$ cat src/rtl/fetch_pkg.sv
`default_nettype none
// ============================================================================
// Module      : fetch_pkg
// Description : Shared types and constants for the instruction-fetch
//               controller: the debug FSM encoding, the instruction FIFO
//               entry layout and the word used for faulted fetches.
//               Optional macro FETCH_ADEL_EN widens the FIFO entry with an
//               address-error bit.
// Revision    : 1.0 - initial release
// ============================================================================
package fetch_pkg;

   typedef enum logic [0:0] {
      RUN   = 1'b0,
      DRAIN = 1'b1
   } fetch_state_e;

   typedef struct packed {
      logic [31:0] inst;
      logic [31:0] pc;
      logic        adel;
   } fetch_entry_t;

   localparam logic [31:0] FETCH_NOP = 32'h0000_0000;

`ifdef FETCH_ADEL_EN
   localparam int ENTRY_W = 65;
`else
   localparam int ENTRY_W = 64;
`endif

endpackage
`default_nettype wire

$ cat src/rtl/fetch_ctrl_if.sv
`default_nettype none
// ============================================================================
// Module      : fetch_ctrl_if
// Description : Instruction-side SRAM-like bus (req/addr_ok/data_ok).
//               master : fetch controller (drives req/addr)
//               slave  : memory side   (drives addr_ok/data_ok/rdata)
// Revision    : 1.0 - initial release
// ============================================================================
interface fetch_ctrl_if;
   logic        inst_req;
   logic [31:0] inst_addr;
   logic        inst_addr_ok;
   logic        inst_data_ok;
   logic [31:0] inst_rdata;

   modport master (
      output inst_req,
      output inst_addr,
      input  inst_addr_ok,
      input  inst_data_ok,
      input  inst_rdata
   );

   modport slave (
      input  inst_req,
      input  inst_addr,
      output inst_addr_ok,
      output inst_data_ok,
      output inst_rdata
   );
endinterface
`default_nettype wire

$ cat src/rtl/fetch_fifo.sv
`default_nettype none
// ============================================================================
// Module      : fetch_fifo
// Description : Synchronous FIFO with synchronous clear and occupancy count.
//               Ports: clk, rst (async, active-low), clr_i (drops contents,
//               wins over push/pop), push_i/din_i, pop_i, dout_o (head),
//               count_o (entries held). DEPTH must be a power of two so the
//               pointers wrap naturally.
// Revision    : 1.0 - initial release
// ============================================================================
module fetch_fifo #(
   parameter int DEPTH = 2,
   parameter int WIDTH = 32,
   parameter int CNT_W = $clog2(DEPTH) + 1
) (
   input  logic             clk,
   input  logic             rst,
   input  logic             clr_i,
   input  logic             push_i,
   input  logic [WIDTH-1:0] din_i,
   input  logic             pop_i,
   output logic [WIDTH-1:0] dout_o,
   output logic [CNT_W-1:0] count_o
);
   localparam int PTR_W = $clog2(DEPTH);

   logic [WIDTH-1:0] mem_q [DEPTH];
   logic [WIDTH-1:0] mem_d [DEPTH];
   logic [PTR_W-1:0] wr_ptr_q, wr_ptr_d;
   logic [PTR_W-1:0] rd_ptr_q, rd_ptr_d;
   logic [CNT_W-1:0] count_q, count_d;
   logic             do_push;
   logic             do_pop;

   always_comb begin
      do_pop   = pop_i && (count_q != '0);
      // A full FIFO can still take a push when the head leaves in the same cycle.
      do_push  = push_i && ((count_q != CNT_W'(DEPTH)) || do_pop);
      mem_d    = mem_q;
      wr_ptr_d = wr_ptr_q;
      rd_ptr_d = rd_ptr_q;
      count_d  = count_q;
      if (clr_i) begin
         wr_ptr_d = '0;
         rd_ptr_d = '0;
         count_d  = '0;
      end else begin
         if (do_push) begin
            mem_d[wr_ptr_q] = din_i;
            wr_ptr_d        = wr_ptr_q + 1'b1;
         end
         if (do_pop) begin
            rd_ptr_d = rd_ptr_q + 1'b1;
         end
         count_d = count_q + CNT_W'(do_push) - CNT_W'(do_pop);
      end
   end

   always_ff @(posedge clk or negedge rst) begin
      if (!rst) begin
         for (int i = 0; i < DEPTH; i++) begin
            mem_q[i] <= '0;
         end
         wr_ptr_q <= '0;
         rd_ptr_q <= '0;
         count_q  <= '0;
      end else begin
         mem_q    <= mem_d;
         wr_ptr_q <= wr_ptr_d;
         rd_ptr_q <= rd_ptr_d;
         count_q  <= count_d;
      end
   end

   assign dout_o  = mem_q[rd_ptr_q];
   assign count_o = count_q;

endmodule
`default_nettype wire

$ cat src/rtl/fetch_ctrl.sv
`default_nettype none
// ============================================================================
// Module      : fetch_ctrl
// Description : Instruction-fetch sequencer between the PC register and the
//               instruction SRAM-like bus. Issues requests at pc_i, pulses
//               pc_en_o on each address handshake, remembers the PC of every
//               in-flight request, buffers returned instructions for decode
//               and discards wrong-path responses after kill_i.
//               Ports: clk, rst (async, active-low), pc_i/pc_en_o (PC
//               register), kill_i, stall_i, bus (fetch_ctrl_if.master),
//               inst_valid_o/inst_o/inst_pc_o/inst_adel_o (to decode),
//               fetch_state_o (debug view of RUN/DRAIN).
//               Optional macro FETCH_ADEL_EN: misaligned PCs produce a
//               local address-error entry instead of a bus request.
// Revision    : 1.0 - initial release
// ============================================================================
module fetch_ctrl
   import fetch_pkg::*;
#(
   parameter int DEPTH = 2,
   parameter int CNT_W = $clog2(DEPTH) + 1
) (
   input  logic                clk,
   input  logic                rst,
   input  logic [31:0]         pc_i,
   output logic                pc_en_o,
   input  logic                kill_i,
   input  logic                stall_i,
   fetch_ctrl_if.master        bus,
   output logic                inst_valid_o,
   output logic [31:0]         inst_o,
   output logic [31:0]         inst_pc_o,
   output logic                inst_adel_o,
   output fetch_state_e        fetch_state_o
);

   logic [CNT_W-1:0]   out_cnt;       // in-flight requests == PC queue occupancy
   logic [CNT_W-1:0]   out_cnt_d;
   logic [CNT_W-1:0]   fifo_cnt;
   logic [CNT_W-1:0]   drop_cnt_q, drop_cnt_d;
   fetch_state_e       state_q, state_d;
   logic [CNT_W:0]     occupancy;
   logic               issue_room;
   logic               misaligned;
   logic               adel_push;
   logic               hs;
   logic               data_ok;
   logic               data_keep;
   logic [31:0]        pcq_head;
   logic [ENTRY_W-1:0] fifo_din;
   logic [ENTRY_W-1:0] fifo_dout;
   fetch_entry_t       head_entry;

   // Requests plus buffered instructions share one budget so that every
   // accepted address is guaranteed a FIFO slot when its data returns.
   assign occupancy  = {1'b0, out_cnt} + {1'b0, fifo_cnt};
   assign issue_room = rst && (occupancy < (CNT_W+1)'(DEPTH));
   assign data_ok    = bus.inst_data_ok;

`ifdef FETCH_ADEL_EN
   assign misaligned = pc_i[1:0] != 2'b00;
   // The error entry must not overtake older fetches still on the bus.
   assign adel_push  = issue_room && misaligned && (out_cnt == '0)
                       && !data_ok && !kill_i;
`else
   assign misaligned = 1'b0;
   assign adel_push  = 1'b0;
`endif

   assign bus.inst_req  = issue_room && !misaligned;
   assign bus.inst_addr = pc_i;
   assign hs            = bus.inst_req && bus.inst_addr_ok;
   assign pc_en_o       = hs || adel_push;

   // Kill-cycle responses are always wrong-path.
   assign data_keep = data_ok && (drop_cnt_q == '0) && !kill_i;

   fetch_fifo #(
      .DEPTH (DEPTH),
      .WIDTH (32),
      .CNT_W (CNT_W)
   ) u_pc_q (
      .clk     (clk),
      .rst     (rst),
      .clr_i   (1'b0),
      .push_i  (hs),
      .din_i   (pc_i),
      .pop_i   (data_ok),
      .dout_o  (pcq_head),
      .count_o (out_cnt)
   );

`ifdef FETCH_ADEL_EN
   fetch_entry_t push_entry;
   always_comb begin
      push_entry = '{inst: bus.inst_rdata, pc: pcq_head, adel: 1'b0};
      if (adel_push) begin
         push_entry = '{inst: FETCH_NOP, pc: pc_i, adel: 1'b1};
      end
   end
   assign fifo_din   = push_entry;
   assign head_entry = fetch_entry_t'(fifo_dout);
`else
   assign fifo_din   = {bus.inst_rdata, pcq_head};
   assign head_entry = '{inst: fifo_dout[63:32], pc: fifo_dout[31:0], adel: 1'b0};
`endif

   fetch_fifo #(
      .DEPTH (DEPTH),
      .WIDTH (ENTRY_W),
      .CNT_W (CNT_W)
   ) u_inst_q (
      .clk     (clk),
      .rst     (rst),
      .clr_i   (kill_i),
      .push_i  (data_keep || adel_push),
      .din_i   (fifo_din),
      .pop_i   (inst_valid_o && !stall_i),
      .dout_o  (fifo_dout),
      .count_o (fifo_cnt)
   );

   assign inst_valid_o  = (fifo_cnt != '0) && !kill_i;
   assign inst_o        = head_entry.inst;
   assign inst_pc_o     = head_entry.pc;
   assign inst_adel_o   = head_entry.adel;
   assign fetch_state_o = state_q;

   always_comb begin
      out_cnt_d  = out_cnt + CNT_W'(hs) - CNT_W'(data_ok);
      drop_cnt_d = drop_cnt_q;
      state_d    = state_q;
      // On a kill everything still outstanding after this edge is wrong-path,
      // including a request accepted in the kill cycle itself.
      if (kill_i) begin
         drop_cnt_d = out_cnt_d;
      end else if (data_ok && (drop_cnt_q != '0)) begin
         drop_cnt_d = drop_cnt_q - 1'b1;
      end
      case (state_q)
         RUN:     if (drop_cnt_d != '0) state_d = DRAIN;
         DRAIN:   if (drop_cnt_d == '0) state_d = RUN;
         default: state_d = RUN;
      endcase
   end

   always_ff @(posedge clk or negedge rst) begin
      if (!rst) begin
         drop_cnt_q <= '0;
         state_q    <= RUN;
      end else begin
         drop_cnt_q <= drop_cnt_d;
         state_q    <= state_d;
      end
   end

   a_occupancy: assert property (@(posedge clk) disable iff (!rst)
      occupancy <= (CNT_W+1)'(DEPTH));
   a_drop_le_out: assert property (@(posedge clk) disable iff (!rst)
      drop_cnt_q <= out_cnt);
   a_no_orphan_data: assert property (@(posedge clk) disable iff (!rst)
      !(data_ok && (out_cnt == '0)));

endmodule
`default_nettype wire

$ cat src/flat_wrapper.sv
// flat-port wrapper written by rule: the top's interface ports become plain ports
module fetch_ctrl_flat import fetch_pkg::*;
#(
   parameter int DEPTH = 2,
   parameter int CNT_W = $clog2(DEPTH) + 1
)
  (clk, rst, pc_i, pc_en_o, kill_i, stall_i, inst_valid_o, inst_o, inst_pc_o, inst_adel_o, fetch_state_o, bus_inst_req, bus_inst_addr, bus_inst_addr_ok, bus_inst_data_ok, bus_inst_rdata);
  fetch_ctrl_if bus_i ();
  input  logic clk;
  input  logic rst;
  input  logic [31:0] pc_i;
  output logic pc_en_o;
  input  logic kill_i;
  input  logic stall_i;
  output logic inst_valid_o;
  output logic [31:0] inst_o;
  output logic [31:0] inst_pc_o;
  output logic inst_adel_o;
  output fetch_state_e fetch_state_o;
  output wire logic [$bits(bus_i.inst_req)-1:0] bus_inst_req;
  output wire logic [$bits(bus_i.inst_addr)-1:0] bus_inst_addr;
  input wire logic [$bits(bus_i.inst_addr_ok)-1:0] bus_inst_addr_ok;
  input wire logic [$bits(bus_i.inst_data_ok)-1:0] bus_inst_data_ok;
  input wire logic [$bits(bus_i.inst_rdata)-1:0] bus_inst_rdata;
  assign bus_inst_req = bus_i.inst_req;
  assign bus_inst_addr = bus_i.inst_addr;
  assign bus_i.inst_addr_ok = bus_inst_addr_ok;
  assign bus_i.inst_data_ok = bus_inst_data_ok;
  assign bus_i.inst_rdata = bus_inst_rdata;
  fetch_ctrl #(.DEPTH(DEPTH), .CNT_W(CNT_W)) u_core (.clk(clk), .rst(rst), .pc_i(pc_i), .pc_en_o(pc_en_o), .kill_i(kill_i), .stall_i(stall_i), .bus(bus_i), .inst_valid_o(inst_valid_o), .inst_o(inst_o), .inst_pc_o(inst_pc_o), .inst_adel_o(inst_adel_o), .fetch_state_o(fetch_state_o));
endmodule
$ cat config.mk
export PLATFORM = sky130hd
export DESIGN_NAME = fetch_ctrl_flat
export DESIGN_NICKNAME = d
export VERILOG_FILES = /design/src/rtl/fetch_pkg.sv /design/src/rtl/fetch_ctrl_if.sv /design/src/rtl/fetch_fifo.sv /design/src/rtl/fetch_ctrl.sv /design/src/flat_wrapper.sv
export SDC_FILE = /design/constraint.sdc
export NUM_CORES = 1
export LEC_CHECK = 0
export CORE_ASPECT_RATIO = 1.25
export CORE_MARGIN = 10
export CORE_UTILIZATION = 45
export DETAILED_ROUTE_END_ITERATION = 10
export GPL_TIMING_DRIVEN = 0
export PLACE_DENSITY = 0.73
export RECOVER_POWER = 25
export SYNTH_ARGS = -nofsm -noshare
export SYNTH_HDL_FRONTEND = slang
export SYNTH_HIERARCHICAL = 1
export SYNTH_SLANG_ARGS = --single-unit
$ cat constraint.sdc
create_clock -name clk -period 2.6 [get_ports clk]
set_clock_uncertainty 0.2 [all_clocks]
set_input_delay 0.52 -clock clk [delete_from_list [all_inputs] [get_ports clk]]
set_output_delay 0.52 -clock clk [all_outputs]
set_load 0.02 [all_outputs]
==> metrics.md, run 1 <==
| Metric | Value |
|---|---|
| Final min period | `roughly 2.8 ns` |
| Worst EP required | `between 2 and 3 ns` |
| Die Wd | `151 um` |
| Largest net degree at the start of global routing | `around 110` |
| Synth warn | `6` |
| Max Cap Violations | `0` |
| CP endpoint kind | `flop` |
| Diode count | `0` |
| Largest family of logic cells by synthesized area | `multiplexers` |
| # fillers | `1559` |
| Post-Synth Simple-Gate Area | `0.0189` |
| Failing checks | `negative hold slack, negative setup slack` |
| Clk root buf | `clkbuf_16` |
| Initial antenna violation count | `0` |
| Seq/Total Area, Yosys | `0.530` |
| Via-per-instance ratio | `slightly above 5` |
| CTS tree | `done` |
| Crit-path max FO | `7` |
| Die Ht | `183 um` |
| Mux cell area share after synthesis | `0.374` |
| Synth Area per Inst | `15.5 um^2` |
| # rows | `59` |
| Crit path arrival time | `2.93 ns` |
| Rel. slew slack | `0.457` |
| First-pass GRT wire length | `around 36000 um` |
| Min-Delay Path Class | `input pin to async pin` |
| Worst Max-Slew Pin Slew | `between 0.8 and 0.9 ns` |
| Area growth syn-to-layout | `30.3%` |
| Post-Synth Adder-Cell Area | `0.0112` |
| TritonCTS Sinks | `roughly 200` |
| Final worst slack | `-0.168 ns` |
| Total power | `12900 uW` |
| Number of I/O pins | `171` |
| Worst skew pair latency | `0.48 ns` |
| CTS Buffer Depth | `3` |
| Nets@finish | `~900` |
| Starting Density | `0.459` |
| Critical-path cell list | `and2_4 > fa_1 > nor3b_4 > and2_4 > buf_6 > and4b_1 > buf_6 > buf_12 > buf_12 > mux2_4` |
| Final setup violation count | `35` |
| H-tree depth | `1` |
| Cell area after layout | `12500 um^2` |
| Final worst-path cycle share | `1.06` |
| Core area | `20900 um^2` |
| Placer Congestion | `0.797` |
| Gr ovfl total | `0` |
| Via count | `5648` |
| Cell taking the most area after synthesis | `dfrtp_1` |
| Syn Inst Count | `620` |
| Netlist cell types | `31` |
| Psw | `3960 uW` |
| Register bit total from synthesis | `203` |
| DR WL/cell | `about 21 um` |
| Comb pwr share | `0.374` |
| CP max stage delay | `0.48 ns` |
| Starting DRC count in detailed routing | `259` |
| Max Fclk | `~360 MHz` |
| Post-route ant nets | `0` |
| Final HPWL DP | `15900 um` |
| IO Port Bufs | `169` |
| Fraction of layout cells with a size suffix above 1 | `0.540` |
| Final hold viol count | `98` |
| Synth Area in XOR/XNOR | `0.00822` |
| Wirelength, routed | `23200 um` |
| RR Startpoint | `u_core/u_pc_q/count_o[0]` |
| Synthesized area | `roughly 9600 um^2` |
| Slew Limit Fails | `0` |
| Vias in the first global route | `between 6000 and 7000` |
| DP Area | `11700 um^2` |
| DP Worst Slack | `-0.661 ns` |
| Register area | `5080 um^2` |
| Synth top area share | `0.530` |
| Commonest non-fill, non-tap cells in the layout | `dfrtp_1, mux2_2, clkdlybuf4s50_1` |
| Switching Share | `0.307` |
| Die area | `27600 um^2` |
| CP Launch Type | `flop` |
| Reg2reg end | `u_core/u_pc_q/mem_q[29]` |
| Multi-input combinational cell area | `4080 um^2` |
| Post-synthesis compound-gate area fraction | `0.00431` |
| Power per cell area | `1030 nW/um^2` |
| R2R Setup Slk | `-0.17 ns` |
| Outcome | `finished with violations` |
| Register share of total power | `0.400` |
| Cts bufs inserted | `21` |
| CP Class | `flop to flop` |
| FF-to-FF path depth | `10` |
| Drt pass-1 iters | `4` |
| Clock power share | `0.225` |
| DRC viols | `0` |
| Synth area leaders | `dfrtp_1, mux2_2, mux2_4` |
| P_int | `8930 uW` |
| Clock slew at reported path FFs | `0.06 ns` |
| Gr usage total | `0.165` |
| Highest-delay cell along the critical path | `fa_1` |
| VDD IR-drop max | `between 0.0005 and 0.0006 V` |
| Leakage dissipation | `0.00583 uW` |
| Worst hold slack | `-0.165 ns` |
| Commonest non-fill, non-tap cell in the layout | `dfrtp_1` |
| RSZ-0062 raised after global routing | `true` |
[layer usage]
layer / part of all wire / routed length (um) / track usage
met3: 0.049 / 1130 / 0.0313
met5: 0 / 0 / 0
met4: 0.020 / 458 / 0.0424
met1: 0.40 / 9390 / 0.195
met2: 0.53 / 12200 / 0.300
[synthesized netlist by cell type]
master      n
and2_1      2
ha_1        7
clkbuf_1   11
mux2i_1     1
dfrtp_1   203
inv_2       1
inv_1       7
a211o_1     2
mux2_2    194
nand2_1     8
nand3b_1    1
and4b_1     2
o21a_1      2
nand2b_4    1
buf_2       5
nor3b_1     1
nand2b_1    1
nor2b_1     2
nor2_1      9
nor3_1      1
buf_4      38
mux2_4     90
o21ai_2     1
conb_1      1
nand3_1     2
xor2_1      2
or3b_4      2
buf_6      11
xnor2_1     7
mux2_1      4
fa_1        1
[critical path, delay by kind of cell (launching register included)]
family,cells,cell delay [ns]
and+or+nand+nor,4,0.74
buffers and inverters,4,0.53
adders and majority gates,1,0.48
DFF,1,0.40
muxes,1,0.30
[cells by family (layout without fill, tap and decap cells)]
| logic type | count (synthesis) | count (layout) |
|---|---|---|
| other | 1 | 7 |
| and+or+nand+nor | 32 | 32 |
| xor gates and xnor gates | 9 | 9 |
| DFF | 203 | 203 |
| buffers and inverters | 73 | 292 |
| adders and majority gates | 8 | 8 |
| AOI/OAI and AO/OA | 5 | 5 |
| muxes | 289 | 289 |
[stage by stage]
step | utilization | TNS (ns) | std cells
floorplan | - | -3.11 | 626
global placement | 0.558 | -2020.58 | 1069
detailed placement | 0.560 | -107.42 | 1070
CTS | 0.596 | -4.17 | 1116
global route | 0.598 | -6.20 | 1119
finish | 0.598 | -3.05 | 1119
[flip-flops by register name, summed over array words and instances (netlist names)]
name,flops
u_core/drop_cnt_q,2
u_core/fetch_state_o,1
u_core/u_inst_q/count_o,2
u_core/u_inst_q/mem_q,128
u_core/u_inst_q/rd_ptr_q,1
u_core/u_inst_q/wr_ptr_q,1
u_core/u_pc_q/count_o,2
u_core/u_pc_q/mem_q,64
u_core/u_pc_q/rd_ptr_q,1
u_core/u_pc_q/wr_ptr_q,1
[power by group through the flow]
stage	registers [uW]	clock network, uW	logic [uW]
floorplan	4960	0	3450
global placement	5090	0	5050
detailed placement	5190	0	5210
CTS	5150	2990	4860
global route	5320	3120	5180
finish	5160	2900	4830
[cell type report]
cell class	instances	share of cell area
clock inverter	1	0.00240
tap	274	0.0274
sequential	203	0.407
inverter	8	0.00240
clock buffer	33	0.0505
timing repair buffer	186	0.131
multi-input combinational	350	0.327
buffer	64	0.0530
[worst max-delay path by stage]
stage,slack [ns],from,to
after global routing,-0.23,u_core/u_pc_q/count_o[0],pc_en_o
final,-0.17,u_core/u_pc_q/count_o[0],u_core/u_pc_q/mem_q[29]
after detailed placement,-0.66,u_core/u_inst_q/rd_ptr_q,inst_pc_o[2]
after CTS,-0.16,u_core/u_inst_q/count_o[0],pc_en_o
after global placement,-7.11,rst,u_core/u_inst_q/mem_q[56]
after floorplan,-0.10,u_core/u_inst_q/count_o[0],u_core/u_pc_q/mem_q[0]
[timing repair]
item                                    CTS  global route
setup buffers                             9             7
gates resized for setup                 260            45
endpoints found under the setup margin  175           158
gates cloned                              3             0
pin swaps                                 1             1
hold endpoints to repair                 98            98
(Power assumes the default switching activity.)
==> run 2, diff against run 1 <==
--- a/config.mk
+++ b/config.mk
@@ -5,6 +5,7 @@
 export SDC_FILE = /design/constraint.sdc
 export NUM_CORES = 1
 export LEC_CHECK = 0
+export CAP_MARGIN = 20
 export CORE_ASPECT_RATIO = 1.25
 export CORE_MARGIN = 10
 export CORE_UTILIZATION = 45
==> results of run 2 <==
No change in the layout: final DEF, timing and power equal those of run 1.
